<file path="config.mk">
export PLATFORM = sky130hd
export DESIGN_NAME = apb_master_bridge
export DESIGN_NICKNAME = d
export VERILOG_FILES = /design/src/rtl/apb_master_bridge.sv
export SDC_FILE = /design/constraint.sdc
export NUM_CORES = 1
export LEC_CHECK = 0
export BUFFER_PORTS_ARGS = -buffer_cell sky130_fd_sc_hd__buf_2
export CAP_MARGIN = 20
export CORE_AREA = 2 2 117 119
export CTS_CLUSTER_SIZE = 24
export DETAILED_ROUTE_END_ITERATION = 10
export DIE_AREA = 0 0 119 121
export PLACE_DENSITY = 0.66
export SYNTH_ARGS = -nofsm -noshare
export SYNTH_HDL_FRONTEND = slang
export SYNTH_SLANG_ARGS = --single-unit
</file>
<file path="constraint.sdc">
create_clock -name clk -period 2 [get_ports clk]
set_input_delay 0.1 -clock clk [delete_from_list [all_inputs] [get_ports clk]]
set_output_delay 0.1 -clock clk [all_outputs]
set_load 0.01 [all_outputs]
</file>
<file path="src/rtl/apb_master_bridge.sv">
// Bridges the core's single-transfer data bus onto an APB3 master with a
// four-way peripheral decode and a bounded ACCESS phase.
module apb_master_bridge #(
  parameter logic [31:0] ADDR_BASE      = 32'h1000_0000,
  parameter int unsigned TIMEOUT_CYCLES = 16,
  parameter logic [31:0] ERR_RDATA      = 32'hDEAD_BEEF
) (
  input  logic        clk,
  input  logic        reset,
  input  logic        transfer,
  input  logic        busWe,
  input  logic [31:0] busAddr,
  input  logic [31:0] busWData,
  output logic [31:0] busRData,
  output logic        ready,
  output logic        busErr,
  output logic [31:0] PADDR,
  output logic        PWRITE,
  output logic [31:0] PWDATA,
  output logic        PENABLE,
  output logic        PSEL0,
  output logic        PSEL1,
  output logic        PSEL2,
  output logic        PSEL3,
  input  logic [31:0] PRDATA0,
  input  logic [31:0] PRDATA1,
  input  logic [31:0] PRDATA2,
  input  logic [31:0] PRDATA3,
  input  logic        PREADY0,
  input  logic        PREADY1,
  input  logic        PREADY2,
  input  logic        PREADY3
);

  typedef enum logic [1:0] {IDLE, SETUP, ACCESS, ERROR} state_t;

  localparam logic [7:0] TMO_LAST = 8'(TIMEOUT_CYCLES - 1);

  state_t      state_q, state_d;
  logic [31:0] paddr_q, paddr_d;
  logic [31:0] pwdata_q, pwdata_d;
  logic        pwrite_q, pwrite_d;
  logic [1:0]  sel_q, sel_d;
  logic [7:0]  cnt_q, cnt_d;

  logic [3:0]  pready_vec;
  logic [3:0]  psel_vec;
  logic [31:0] prdata_arr [4];
  logic        addr_hit;
  logic        apb_active;

  assign pready_vec    = {PREADY3, PREADY2, PREADY1, PREADY0};
  assign prdata_arr[0] = PRDATA0;
  assign prdata_arr[1] = PRDATA1;
  assign prdata_arr[2] = PRDATA2;
  assign prdata_arr[3] = PRDATA3;

  // Window match plus slot 0..3 only; anything above slot 3 is unmapped.
  assign addr_hit   = (busAddr[31:16] == ADDR_BASE[31:16]) && (busAddr[15:14] == 2'b00);
  assign apb_active = (state_q == SETUP) || (state_q == ACCESS);

  // Selects are decoded from state so an async reset drops them at once.
  generate
    for (genvar gi = 0; gi < 4; gi++) begin : g_psel
      assign psel_vec[gi] = apb_active && (sel_q == 2'(gi));
    end
  endgenerate

  assign PSEL0   = psel_vec[0];
  assign PSEL1   = psel_vec[1];
  assign PSEL2   = psel_vec[2];
  assign PSEL3   = psel_vec[3];
  assign PENABLE = (state_q == ACCESS);
  assign PADDR   = paddr_q;
  assign PWRITE  = pwrite_q;
  assign PWDATA  = pwdata_q;

  always_ff @(posedge clk or negedge reset) begin
    if (!reset) begin
      state_q  <= IDLE;
      paddr_q  <= '0;
      pwdata_q <= '0;
      pwrite_q <= 1'b0;
      sel_q    <= 2'd0;
      cnt_q    <= 8'd0;
    end else begin
      state_q  <= state_d;
      paddr_q  <= paddr_d;
      pwdata_q <= pwdata_d;
      pwrite_q <= pwrite_d;
      sel_q    <= sel_d;
      cnt_q    <= cnt_d;
    end
  end

  always_comb begin
    state_d  = state_q;
    paddr_d  = paddr_q;
    pwdata_d = pwdata_q;
    pwrite_d = pwrite_q;
    sel_d    = sel_q;
    cnt_d    = cnt_q;
    ready    = 1'b0;
    busErr   = 1'b0;
    busRData = '0;

    case (state_q)
      IDLE: begin
        if (transfer) begin
          paddr_d  = busAddr;
          pwdata_d = busWData;
          pwrite_d = busWe;
          sel_d    = busAddr[13:12];
          state_d  = addr_hit ? SETUP : ERROR;
        end
      end
      SETUP: begin
        cnt_d   = 8'd0;
        state_d = ACCESS;
      end
      ACCESS: begin
        if (pready_vec[sel_q]) begin
          ready    = 1'b1;
          busRData = prdata_arr[sel_q];
          state_d  = IDLE;
        end else if (cnt_q == TMO_LAST) begin
          state_d = ERROR;
        end else begin
          cnt_d = cnt_q + 8'd1;
        end
      end
      ERROR: begin
        ready    = 1'b1;
        busErr   = 1'b1;
        busRData = pwrite_q ? 32'd0 : ERR_RDATA;
        state_d  = IDLE;
      end
      default: state_d = IDLE;
    endcase
  end

endmodule

</file>
# After elaboration in Yosys (flattened, before gate mapping)

Cells that the tools add are included.

Memory bits (read-only): 0
Latch bits: 0
Memories kept: 0
Register bits: 77
RAM bits: 0

Div/mod/pow operators: 0
Bitwise gates (word level): 1
Reductions and logical operators: 13
$lt $le $gt $ge: 2
$mul: 0
Add/sub/neg operators: 1
Shifts and indexed selects: 0
Multiplexer cells: 19
Eq/ne operators: 12

Operators by type and width:

| operator               | number |
|---|---|
| $mux W32               | 4 |
| $bmux W32 S2           | 1 |
| $pmux W32 S2           | 1 |
| $eq A16 B13 Y1 const B | 1 |
| $mux W8                | 2 |
| $pmux W8 S2            | 1 |
| $add A8 B1 Y8 const B  | 1 |
| $eq A2 B2 Y1 const B   | 4 |
| $eq A8 B4 Y1 const B   | 1 |
| $mux W2                | 4 |
| $pmux W2 S4            | 1 |
| $logic_not A2 Y1       | 3 |
| $ne A2 B2 Y1 const B   | 3 |
| $logic_and A1 B1 Y1    | 5 |
| $eq A2 B1 Y1 const B   | 2 |
| $reduce_and A2 Y1      | 2 |
| $ge A3 B3 Y1 const B   | 1 |
| $lt A2 B3 Y1 const B   | 1 |
| $mux W1                | 3 |
| $ne A3 B1 Y1 const B   | 1 |
| $not A2 Y3             | 1 |
| $reduce_and A3 Y1      | 1 |
| $bmux W1 S2            | 1 |
| $pmux W1 S2            | 1 |
| 2 further kinds        | 2 |

# Depth between registers and ports, before layout

Depth after elaboration: 6
Depth in mapped cells: 7

# Least setup slack after synthesis

Ideal clock, no wire load.

Path kind: register to register
Start point: register PADDR[12] (netlist name)
End point: register cnt_q[7]
Library setup time: 0.069 ns
Arrival: 1.832 ns
Path buffers: 1
Path slack: 0.099 ns
Clock period less this slack: 1.901 ns
Stages on the path, launching flop included: 6
Cell sequence: dfrtp_1 -> mux4_2 -> buf_2 -> nand4b_4 -> or4_1 -> nand3_1

RTL lines:

| item                 | line | source |
|---|---|---|
| to (signal assigned) | 92   | `cnt_q <= cnt_d;` |
| to (decl)            | 44   | `logic [7:0] cnt_q, cnt_d;` |

==> metrics <==
status finished clean; FILL cells roughly 1,100; Final GP Congestion 0.907; Worst Path Arrival 1.88 ns; area delta synth->final 64.3%; CTS Root Cell clkbuf_16; H-tree level count 3; HP Start busWData[5]; uppermost layer routed met5; DP HPWL about 12 mm; xor and xnor fraction of the mapped netlist area 0%; Adder-Cell Fraction of Synth Area under 10%; top post-synthesis cells by area dfrtp_1 44%, mux2_2 18%, mux4_2 17%; mux cell area share after synthesis a little over a third; met2 wire len around 8.3 mm; Reg clk slew, reported paths 0.06 ns; largest family of logic cells by synthesized area multiplexers; drt wl/cell ~19 um; gr ovfl total 0; part of the power in registers approximately a quarter; leakage power around 3.6 nW; Die ar. around 14,000 um^2; Hold WC Path Type in2reg; max cap viols 0; drt total wl ~16 mm; Fin. Hold Viols 0; syn_nets 539; Cell Rows between 40 and 50; largest net degree at the start of global routing 76; worst slew pin tran between 0.4 and 0.5 ns; top-area cell type share of the netlist area around 44%; Vias/cell slightly above 5; Worst R2R End cnt_q[6]; vias approximately 4,400; met3 WL ~1.7 mm; post-synthesis compound-gate area fraction ~3%; I/O Buffers between 300 and 400; initial core utilization roughly a third; Routed Antenna Nets 0; DRC Markers 0; post-synthesis simple-gate area fraction 12.9%; Worst path max stage delay a little over 0.6 ns; crit-path cells mux4_2 -> buf_12 -> nand3_1 -> nand2_1 -> buf_2; Mapped Area 4250 um^2; FMAX a little over 0.5 GHz; Worst R2R Path Depth 4; Die H around 120 um; CTS sink count 75; post-route design area about 7000 um^2; Yosys top cell by area dfrtp_1; final worst-path cycle share around 99%; CTS tree done; met1 WL 5.71 mm; post-synthesis sequential area ratio between 40% and 50%; worst ir drop on vdd approximately 0.00077 V; 1st-pass router iterations 4; worst hold stages 2; vias in the first global route between 4,000 and 5,000; first-pass GRT wire length roughly 24 mm; DRT iter0 DRCs 180; Setup WS pre-CTS ~0.12 ns; clock network power share 17.4%; worst path required time approximately 1.9 ns; post-layout min period slightly below 2 ns; Post-Route Skew between 0.003 and 0.004 ns; CP top delay family multiplexers; setup ws final 0.0204 ns; Reg2Reg Setup Slack 0.07 ns; RSZ-0062 raised after global routing yes; Syn Area/Cell 12.8 um^2; final hold slack roughly 0.009 ns; final core occ between 50% and 60%; Critical-path top delay cell mux4_2; endpoint class of the critical path output pin; clock buffer depth 2; FF+latch count, synth 75; Die X 119 um; Ports a little over 300; Switching Share 38.0%; CP bufs+invs 2; Post-Syn Instances 333; clock latency on the worst-skew pair roughly 0.33 ns; layout cells sized above 1 between 60% and 70%; slew margin rel. 70.2%; Final setup viols 0; total power per unit cell area ~1500 nW/um^2; core area 13,100 um^2; initial antenna violation count 6; total CTS buffers 9; combinational fraction of design power between 50 and 60%; Cell Area, Placed 6030 um^2; GRT Overall Usage approximately 22%; critical path class reg2out; Startpoint Class register; Switching Power between 3 and 4 mW; Ys Warns 0; FF-to-FF Start PADDR[12]; CP Depth 5; # nets final between 800 and 900; Int Pwr about 6.5 mW; Hold EP PWDATA[5]; Distinct cells, synth 34; Max FO, Critical Path 24; Final Max Slew Viols 0
final cells by class:
| type | count | area (um^2) | share of cell area (%) |
|---|---|---|---|
| multi-input combinational | 227 | 2280 | 32.6 |
| timing repair buffer | 365 | 2260 | 32.3 |
| clock buffer | 10 | 239 | 3.42 |
| tap | 176 | 220 | 3.15 |
| inverter | 3 | 11.3 | 0.161 |
| sequential | 75 | 1880 | 26.9 |
| clock inverter | 6 | 96.3 | 1.38 |
| antenna | 4 | 10.0 | 0.143 |
Yosys cell counts, drive strengths merged:
master	number
o32a	1
nor2b	4
nor2	4
mux2	67
o41ai	1
or4	3
a21oi	1
nor3	1
buf	9
nand2	33
nand2b	7
nand4	2
a31o	1
mux4	33
nand3	31
o221ai	1
o211ai	3
nor3b	1
nand4b	1
a21o	1
clkbuf	19
nor4	2
o22ai	1
o311ai	1
mux2i	1
a311o	2
ha	6
a31oi	2
inv	3
and3	12
dfrtp	75
o31ai	1
nor4b	3
per-layer routing:
metal | global-route usage (%) | vias to the layer above
met5 | 0 | -
met4 | 9.00 | 4
met3 | 8.60 | 40
met2 | 38.0 | 251
met1 | 23.1 | 2105
li1 | - | 1965
cell usage in the layout, fill, tap and decap left out, drive strengths merged, types with 3 or more instances in the layout:
cell and instances:
and3 12, buf 321, clkbuf 14, dfrtp 75
diode 4, dlygate4sd3 40, ha 6, inv 5
mux2 67, mux4 33, nand2 33, nand2b 7
nand3 31, nor2 4, nor2b 4, nor4b 3
o211ai 3, or4 3
through the flow:
stage	total power, mW	instances	setup TNS, ns
after global placement	7.86	798	0
after floorplan	5.94	333	0
after detailed placement	8.03	798	0
final	10.4	866	0
after CTS	10.1	856	-0.0477
after global routing	11.0	863	-0.465
timing repair:
item | in CTS | in global routing
resized for setup | 5 | 8
setup endpoints to repair | 23 | 36
pin swaps | 0 | 1
endpoints found under the hold margin | 114 | 0
cloned | 1 | 5
hold buffers | 40 | 0
setup buffers | 1 | 2
flip-flops by register name (all words and copies together), names as in the netlist:
signal   flops
PWRITE       1
PADDR       32
state_q      2
cnt_q        8
PWDATA      32
worst max path at each step:
stage	from	end	slack (ns)
floorplan	PADDR[12]	cnt_q[7]	0.1
global placement	PADDR[12]	cnt_q[6]	0.17
detailed placement	PADDR[12]	cnt_q[0]	0.12
CTS	PADDR[12]	busRData[11]	-0.01
global route	PADDR[12]	busRData[12]	-0.04
finish	PADDR[12]	busRData[11]	0.02
power groups by stage:
stage	combinational, mW	sequential [mW]	clock, mW
after floorplan	3.00	2.94	0
after global placement	5.27	2.60	0
final	5.98	2.65	1.82
after global routing	6.38	2.73	1.93
after CTS	5.62	2.64	1.86
after detailed placement	5.40	2.63	0
cells by family (layout without fill, tap and decap cells):
| logic type | count (synthesis) | count (layout) |
|---|---|---|
| AOI/OAI and AO/OA | 16 | 16 |
| DFF | 75 | 75 |
| and+or+nand+nor | 104 | 104 |
| buffers and inverters | 31 | 384 |
| muxes | 101 | 101 |
| other | 0 | 4 |
| adders and majority gates | 6 | 6 |
(Power assumes the default switching activity.)
